--- src/rtl/tape_pulse_player.sv ---
// Cassette playback source: streams a pulse-length tape image from SDRAM through a
// small prefetch FIFO and regenerates the tape level. Define TAPE_TURBO_EN for double-speed playback.
module tape_pulse_player #(
  parameter int FIFO_DEPTH = 4
) (
  input  logic        clk_sys,
  input  logic        reset,
  input  logic        ce_4p,
  input  logic        tape_loaded,
  input  logic [24:0] tape_size,
  input  logic        rewind,
  input  logic        motor,
  input  logic        turbo,
  output logic        rd_req,
  output logic [24:0] rd_addr,
  input  logic [7:0]  rd_data,
  input  logic        rd_ack,
  output logic        tape_out,
  output logic        active,
  output logic        eot,
  output logic [2:0]  dbg_state
);

  localparam int AW = $clog2(FIFO_DEPTH);

  typedef enum logic [2:0] {
    S_IDLE, S_OP, S_LO, S_HI, S_PLAY, S_STOP
  } state_t;

  state_t      state_q;
  logic [7:0]  mem_q [FIFO_DEPTH];
  logic [AW-1:0] wr_ptr_q, rd_ptr_q;
  logic [AW:0] count_q;
  logic [24:0] fetch_ptr_q, addr_q;
  logic        req_q, discard_q, loaded_q;
  logic [15:0] cnt_q, cnt_d, step_d;
  logic [7:0]  lo_q;
  logic        tape_q, active_q, eot_q;

  logic        fifo_empty, fifo_full, flush, push, pop, issue, fetch_done, expired;
  logic [7:0]  head;

  // SDRAM handshake: rd_req/rd_addr are held from issue until the rd_ack cycle;
  // rd_ack completes the single outstanding request and rd_req drops the next cycle.
  always_comb begin
    fifo_empty = (count_q == '0);
    fifo_full  = (count_q == (AW+1)'(FIFO_DEPTH));
    head       = mem_q[rd_ptr_q];
    flush      = !tape_loaded || rewind;
    push       = req_q && rd_ack && !discard_q && !flush;
    pop        = !flush && !fifo_empty &&
                 (state_q == S_OP || state_q == S_LO || state_q == S_HI);
    fetch_done = (fetch_ptr_q >= tape_size) && !req_q;
    issue      = 1'b0;
    if (tape_loaded && !req_q) begin
      if (rewind) issue = (tape_size != '0);
      else        issue = !fifo_full && (fetch_ptr_q < tape_size);
    end
`ifdef TAPE_TURBO_EN
    step_d = turbo ? 16'd2 : 16'd1;
`else
    step_d = 16'd1;
`endif
    expired = (cnt_q <= step_d);
    cnt_d   = cnt_q - step_d;
  end

`ifndef TAPE_TURBO_EN
  logic unused_turbo;
  assign unused_turbo = turbo;
`endif

  always_ff @(posedge clk_sys) begin
    if (push) mem_q[wr_ptr_q] <= rd_data;
  end

  always_ff @(posedge clk_sys) begin
    if (reset) begin
      state_q     <= S_IDLE;
      wr_ptr_q    <= '0;
      rd_ptr_q    <= '0;
      count_q     <= '0;
      fetch_ptr_q <= '0;
      addr_q      <= '0;
      req_q       <= 1'b0;
      discard_q   <= 1'b0;
      loaded_q    <= 1'b0;
      cnt_q       <= '0;
      lo_q        <= '0;
      tape_q      <= 1'b0;
      active_q    <= 1'b0;
      eot_q       <= 1'b0;
    end else begin
      loaded_q <= tape_loaded;
      if (req_q && rd_ack) begin
        req_q     <= 1'b0;
        discard_q <= 1'b0;
      end
      if (issue) begin
        req_q  <= 1'b1;
        addr_q <= rewind ? 25'd0 : fetch_ptr_q;
      end
      // A request in flight during a flush still completes, but its byte is dropped.
      if (flush) begin
        fetch_ptr_q <= '0;
        wr_ptr_q    <= '0;
        rd_ptr_q    <= '0;
        count_q     <= '0;
        if (req_q && !rd_ack) discard_q <= 1'b1;
      end else begin
        if (push) begin
          fetch_ptr_q <= fetch_ptr_q + 25'd1;
          wr_ptr_q    <= wr_ptr_q + 1'b1;
        end
        if (pop) rd_ptr_q <= rd_ptr_q + 1'b1;
        count_q <= count_q + (AW+1)'(push) - (AW+1)'(pop);
      end

      if (!tape_loaded) begin
        state_q  <= S_IDLE;
        tape_q   <= 1'b0;
        eot_q    <= 1'b0;
        active_q <= 1'b0;
      end else if (rewind) begin
        state_q  <= S_OP;
        tape_q   <= 1'b0;
        eot_q    <= 1'b0;
        active_q <= 1'b0;
      end else begin
        case (state_q)
          S_IDLE: if (!loaded_q) state_q <= S_OP;
          S_OP: begin
            if (!fifo_empty) begin
              if (head != 8'd0) begin
                cnt_q    <= {5'd0, head, 3'd0};
                active_q <= 1'b1;
                state_q  <= S_PLAY;
              end else begin
                state_q <= S_LO;
              end
            end else if (fetch_done) begin
              eot_q   <= 1'b1;
              state_q <= S_STOP;
            end
          end
          S_LO: begin
            if (!fifo_empty) begin
              lo_q    <= head;
              state_q <= S_HI;
            end
          end
          S_HI: begin
            if (!fifo_empty) begin
              if ({head, lo_q} == 16'd0) begin
                eot_q   <= 1'b1;
                state_q <= S_STOP;
              end else begin
                cnt_q    <= {head, lo_q};
                active_q <= 1'b1;
                state_q  <= S_PLAY;
              end
            end
          end
          S_PLAY: begin
            if (ce_4p && motor) begin
              if (expired) begin
                tape_q   <= ~tape_q;
                active_q <= 1'b0;
                state_q  <= S_OP;
              end else begin
                cnt_q <= cnt_d;
              end
            end
          end
          S_STOP:  state_q <= S_STOP;
          default: state_q <= S_IDLE;
        endcase
      end
    end
  end

  assign rd_req    = req_q;
  assign rd_addr   = addr_q;
  assign tape_out  = tape_q;
  assign active    = active_q;
  assign eot       = eot_q;
  assign dbg_state = state_q;

endmodule
--- config.mk ---
export PLATFORM = sky130hd
export DESIGN_NAME = tape_pulse_player
export DESIGN_NICKNAME = d
export VERILOG_FILES = /design/src/rtl/tape_pulse_player.sv
export SDC_FILE = /design/constraint.sdc
export NUM_CORES = 1
export LEC_CHECK = 0
export BUFFER_PORTS_ARGS = -buffer_cell sky130_fd_sc_hd__buf_2
export CAP_MARGIN = 20
export CORE_MARGIN = 2
export CORE_UTILIZATION = 59
export CTS_CLUSTER_SIZE = 30
export DETAILED_ROUTE_END_ITERATION = 10
export PLACE_DENSITY = 0.81
export SYNTH_ARGS = -nofsm -noshare
export SYNTH_HDL_FRONTEND = slang
export SYNTH_SLANG_ARGS = --single-unit
--- constraint.sdc ---
create_clock -name clk_sys -period 3.69 [get_ports clk_sys]
set_input_delay 0.369 -clock clk_sys [delete_from_list [all_inputs] [get_ports clk_sys]]
set_output_delay 0.369 -clock clk_sys [all_outputs]
set_load 0.01 [all_outputs]
-- Word-level counts from Yosys, hierarchy flattened
Memory sizes are Yosys's and may differ from the RTL's. A register that Yosys moved wholly into a read port is not among the register bits.
Cells that the tools add are included.
- memories: 1
- bits in writable memories: 32
- flip-flop bits (word level): 90
- input port bits: 41
- logic and storage cells: 134
- memory list (name ; depth ; bits a word ; rd ports ; clocked after memory_dff ; write ports ; RTL line ; source):
    mem_q ; 4 ; 8 ; 1 ; 1 ; 1 ; 31 ; logic [7:0] mem_q [FIFO_DEPTH];
- equal/unequal tests: 25
- reductions and logical operators: 38
- magnitude comparators: 3
- muxes and demuxes: 42
- add/sub/neg operators: 6
- bitwise operators: 4
- operator list (cell ; count):
    16-bit two-way mux ; 6
    16-bit case mux with 3 select lines ; 1
    25-bit by 1-bit adder with 25-bit output (second input constant) ; 1
    25-bit greater-or-equal comparator ; 1
    25-bit < comparator ; 1
    25-bit two-way mux ; 1
    25-bit nonzero test ; 1
    3-bit two-way mux ; 8
    1-bit two-way mux ; 21
    2-bit inequality test (second input constant) ; 10
    3-bit inequality test (second input constant) ; 6
    3-bit case mux with 6 select lines ; 1
    16-bit by 1-bit <= comparator with 1-bit output (second input constant) ; 1
    16-bit zero test ; 1
    16-bit by 1-bit subtractor with 16-bit output (second input constant) ; 1
    6-bit AND reduction ; 2
    1-bit logical AND ; 10
    3-bit equality test (second input constant) ; 3
    9-bit AND reduction ; 1
    8-bit nonzero test ; 1
    1-bit zero test ; 7
    7-bit AND reduction ; 1
    3-bit by 2-bit equality test with 1-bit output (second input constant) ; 2
    3-bit zero test ; 2
    18 further kinds ; 28

-- Depth between registers and ports, before layout
- depth after elaboration: 7
- depth in mapped cells: 12
- depth with buffers taken out: 11

-- Worst setup path before layout
No wires, ideal clock.
- path type: register to register
- start point: register req_q, in the netlist rd_req
- end point: register count_q[2]
- stages on the path, launching flop included: 13
- setup time: 0.128 ns
- arrival: 2.386 ns
- required time: 3.562 ns
- slack: 1.177 ns
- cells stage by stage: dfxtp_1 > and4b_1 > and2b_1 > clkbuf_1 > inv_1 > ha_1 > inv_1 > ha_1 > inv_1 > fa_1 > xor2_1 > xnor2_1 > nor2_1
- cells in the longest elaborated chain, start to end: 5
- RTL lines (what ; RTL line ; source):
    start: declaration ; 35 ; logic req_q, discard_q, loaded_q;
    start signal: assignment ; 85 ; req_q <= 1'b0;
    start signal: assignment ; 96 ; req_q <= 1'b0;
    start signal: assignment ; 100 ; req_q <= 1'b1;
    1-bit logical AND (3 in a row) ; 50 ; push = req_q && rd_ack && !discard_q && !flush;
    3-bit by 1-bit adder with 3-bit output ; 116 ; count_q <= count_q + (AW+1)'(push) - (AW+1)'(pop);
    3-bit by 1-bit subtractor with 3-bit output ; 116 ;
    end signal: assignment ; 116 ;
    end: declaration ; 33 ; logic [AW:0] count_q;
Every way passes these cells.
A chain may end at the register's enable or synchronous reset.

==> flow_summary.toml <==
[clocking]
cts_tree = "done"
clock_sinks = 124
ctsLongestPathBuffers = 2
clkLatencyLatePin_ps = 520
cts_root_buffer = "clkbuf_8"
cts_resized = 0
clk_pin_slew_ps = 60
ctsHoldBuffers = 0
post_cts_buffers = 0
numCtsBuffers = 17
cts-htree-levels = 4

[finish]
nets = 750
area_delta_synth_final_pct = 17.5
diodes = 0
drive_gt1_share_pct = 20.4

[timing]
relSlewSlack_pct = 43.6
skew_ps = 5.79
rsz0062_at_grt = "false"
fin_tns_setup_ps = 0
hold_violations = 0
holdWs_ps = 65.2
worst_slew_pin_slew_ps = 845
final.min_clock_period_ps = 2860
setup_viol = 0
period_share_pct = 77.6
fmax_ghz = 0.349
slew_violations = 0

[logic_synthesis]
synth_seq_area_share_pct = 46.0
syn_avg_cell_area_um2 = 10.1
synth_warnings = 0
syn_nets = 679
async_flop_share_pct = 0
ys.flop_type = "dfxtp_1"
ys_seq_elements = 124
netlist_instances = 603
synth-edff-count = 32
syn_area_um2 = 6090
ys_types = 71

[grt]
grt_pass1_wl_um = 23200
grt_overflow = 0
grt_use_total_pct = 26.4
grt_max_degree = 34
grt_pass1_vias = 4749
antenna_found_initial = 0

[worst_setup_path]
end_kind = "register"
crit_required_ps = 4070
worst_setup_path_start_kind = "register"
criticalPathCategory = "register to register"
crit_fanout = 17
regToRegSetupSlack_ps = 830
arrival_ps = 3240

[routing]
drtPass1Iterations = 6
detailroute.wirelength.met2_um = 6830
drt_wl_total_um = 14200
top_layer = "met4"
met1Wirelength_um = 6170
drcViolationCount = 0
drtIter0Drc = 338
met3WireLength_um = 899
vias = 4926
ant_nets = 0
wire_per_inst_um = 17.2
viasPerCell = 5.99

[placement]
portBuffers = 71
gp_congestion = 0.899
hpwl_um = 9680

[floorplanning]
start_util_pct = 59.8
die_x_um = 106
dieArea_um2 = 11200
rows = 37
io_pins = 73
core_um2 = 10200
fp.dieH_um = 106

[flow_run]
cap_viol_max_count = 0

[min_path]
hp-start = "rd_data[5]"
hold_class = "primary input to register"

[run_status]
status = "completed"

[power_and_ir_drop]
leakagePower_nw = 2.87
p_per_area_nw_per_um2 = 454
vdd_ir_drop_max_uv = 325
power by group:
part	switching, mW	internal [mW]
Clock	0.615	1.12
Sequential	0.00456	1.40
Combinational	0.0707	0.0397
Total	0.690	2.56
final timing paths:
check | cells past startpoint | to
hold / removal | 1 | mem_q[0][5]
hold reg to reg | 2 | active
setup / recovery | 7 | cnt_q[5]
setup reg to reg | 7 | cnt_q[5]
registers in the layout, summed over array words and instances, names as in the netlist, named ones only:
name and cells:
rd_ptr_q 2, dbg_state 3, cnt_q 16, count_q 3, wr_ptr_q 2, rd_req 1
loaded_q 1, mem_q 32, lo_q 8, tape_out 1, rd_addr 25, active 1
eot 1, fetch_ptr_q 25
critical path, cell delays in order (launching register included):
cell      delay [ps]
dfxtp_1          620
mux4_1           750
nor4_2           360
a31o_2           270
a21oi_2          220
buf_4            260
nor2_1           160
a211oi_2          60
per-stage QoR:
stage / util (%) / std cells / area [um2] / setup slack, ps / total power [mW]
2_1_floorplan: - / 603 / 6090 / 1180 / 1.49
3_3_place_gp: 64.0 / 790 / 6520 / 637 / 1.53
3_5_place_dp: 64.0 / 790 / 6520 / 590 / 1.54
4_1_cts: 70.1 / 822 / 7140 / 650 / 3.26
5_1_grt: 70.3 / 823 / 7160 / 645 / 3.33
6_report: 70.3 / 823 / 7160 / 826 / 3.25
kinds of logic (layout without fill, tap and decap cells):
kind of cell | after synthesis | count (layout) | share of synthesized area [%]
buf+inv | 62 | 146 | 4.60
flops | 124 | 124 | 46.0
mux | 17 | 17 | 4.68
simple gates | 210 | 210 | 17.6
fa+ha+maj | 35 | 35 | 7.31
compound gates | 125 | 125 | 15.4
xor+xnor | 30 | 30 | 4.31
placed cells by master (no fill, tap or decap), types with 4 or more instances in the layout:
cell type and instances:
and2_1 8, a22oi_1 6, o21ai_0 18, a21oi_1 30
edfxtp_1 32, o31ai_1 4, mux4_2 4, bufinv_16 4
inv_1 36, buf_4 6, a211oi_1 4, nand3_1 15
a211oi_2 7, mux4_1 4, buf_2 71, xor2_1 20
and3_1 4, nor4_1 9, ha_1 34, nand2_1 35
nor2_1 81, clkinv_4 4, xnor2_1 10, a221oi_1 5
a22o_1 26, mux2i_1 9, clkbuf_16 16, nor3_1 9
or3_1 9, nand4_1 10, dfxtp_1 92
layer usage:
| layer | GRT usage (%) | vias to the layer above |
|---|---|---|
| met4 | 8.83 | 0 |
| met3 | 6.37 | 30 |
| met5 | 0 | - |
| met1 | 33.7 | 2374 |
| met2 | 44.0 | 180 |
| li1 | - | 2342 |
cells in the mapped netlist, types with 3 or more instances:
cell       n  area [um2]
or3_1      9        56.3
a31oi_1    3        18.8
o31ai_1    4        30.0
o21ai_0   18        90.1
a21oi_1   30         150
xor2_1    20         175
nand3_1   15        75.1
or4_1      3        22.5
nor4_1     9        56.3
mux4_2     4        90.1
mux4_1     4         105
buf_6      3        33.8
nand4_1   10        62.6
a211oi_2   7        87.6
ha_1      34         425
clkbuf_1  12        45.0
and3_1     4        25.0
a22o_1    26         228
buf_4      5        37.5
nor2b_1    3        18.8
edfxtp_1  32         961
nand2b_1   3        18.8
a22oi_2    3        37.5
buf_2      5        25.0
a211oi_1   4        30.0
nand2_1   35         131
dfxtp_1   92        1840
nor2_1    81         304
xnor2_1   10        87.6
nor3_1     9        45.0
a22oi_1    6        45.0
inv_1     36         135
and2_1     8        50.1
mux2i_1    9        90.1
a221oi_1   5        43.8
and4_1     3        26.3
area by class of cell:
class / count / area, um2
clock buffers: 20 / 435
repair buffers: 78 / 412
fillers: 743 / 3030
inverters: 36 / 135
multi-input cells: 417 / 3010
flip-flops and latches: 124 / 2800
well taps: 136 / 170
clock inverters: 12 / 188
(Power assumes the default switching activity.)
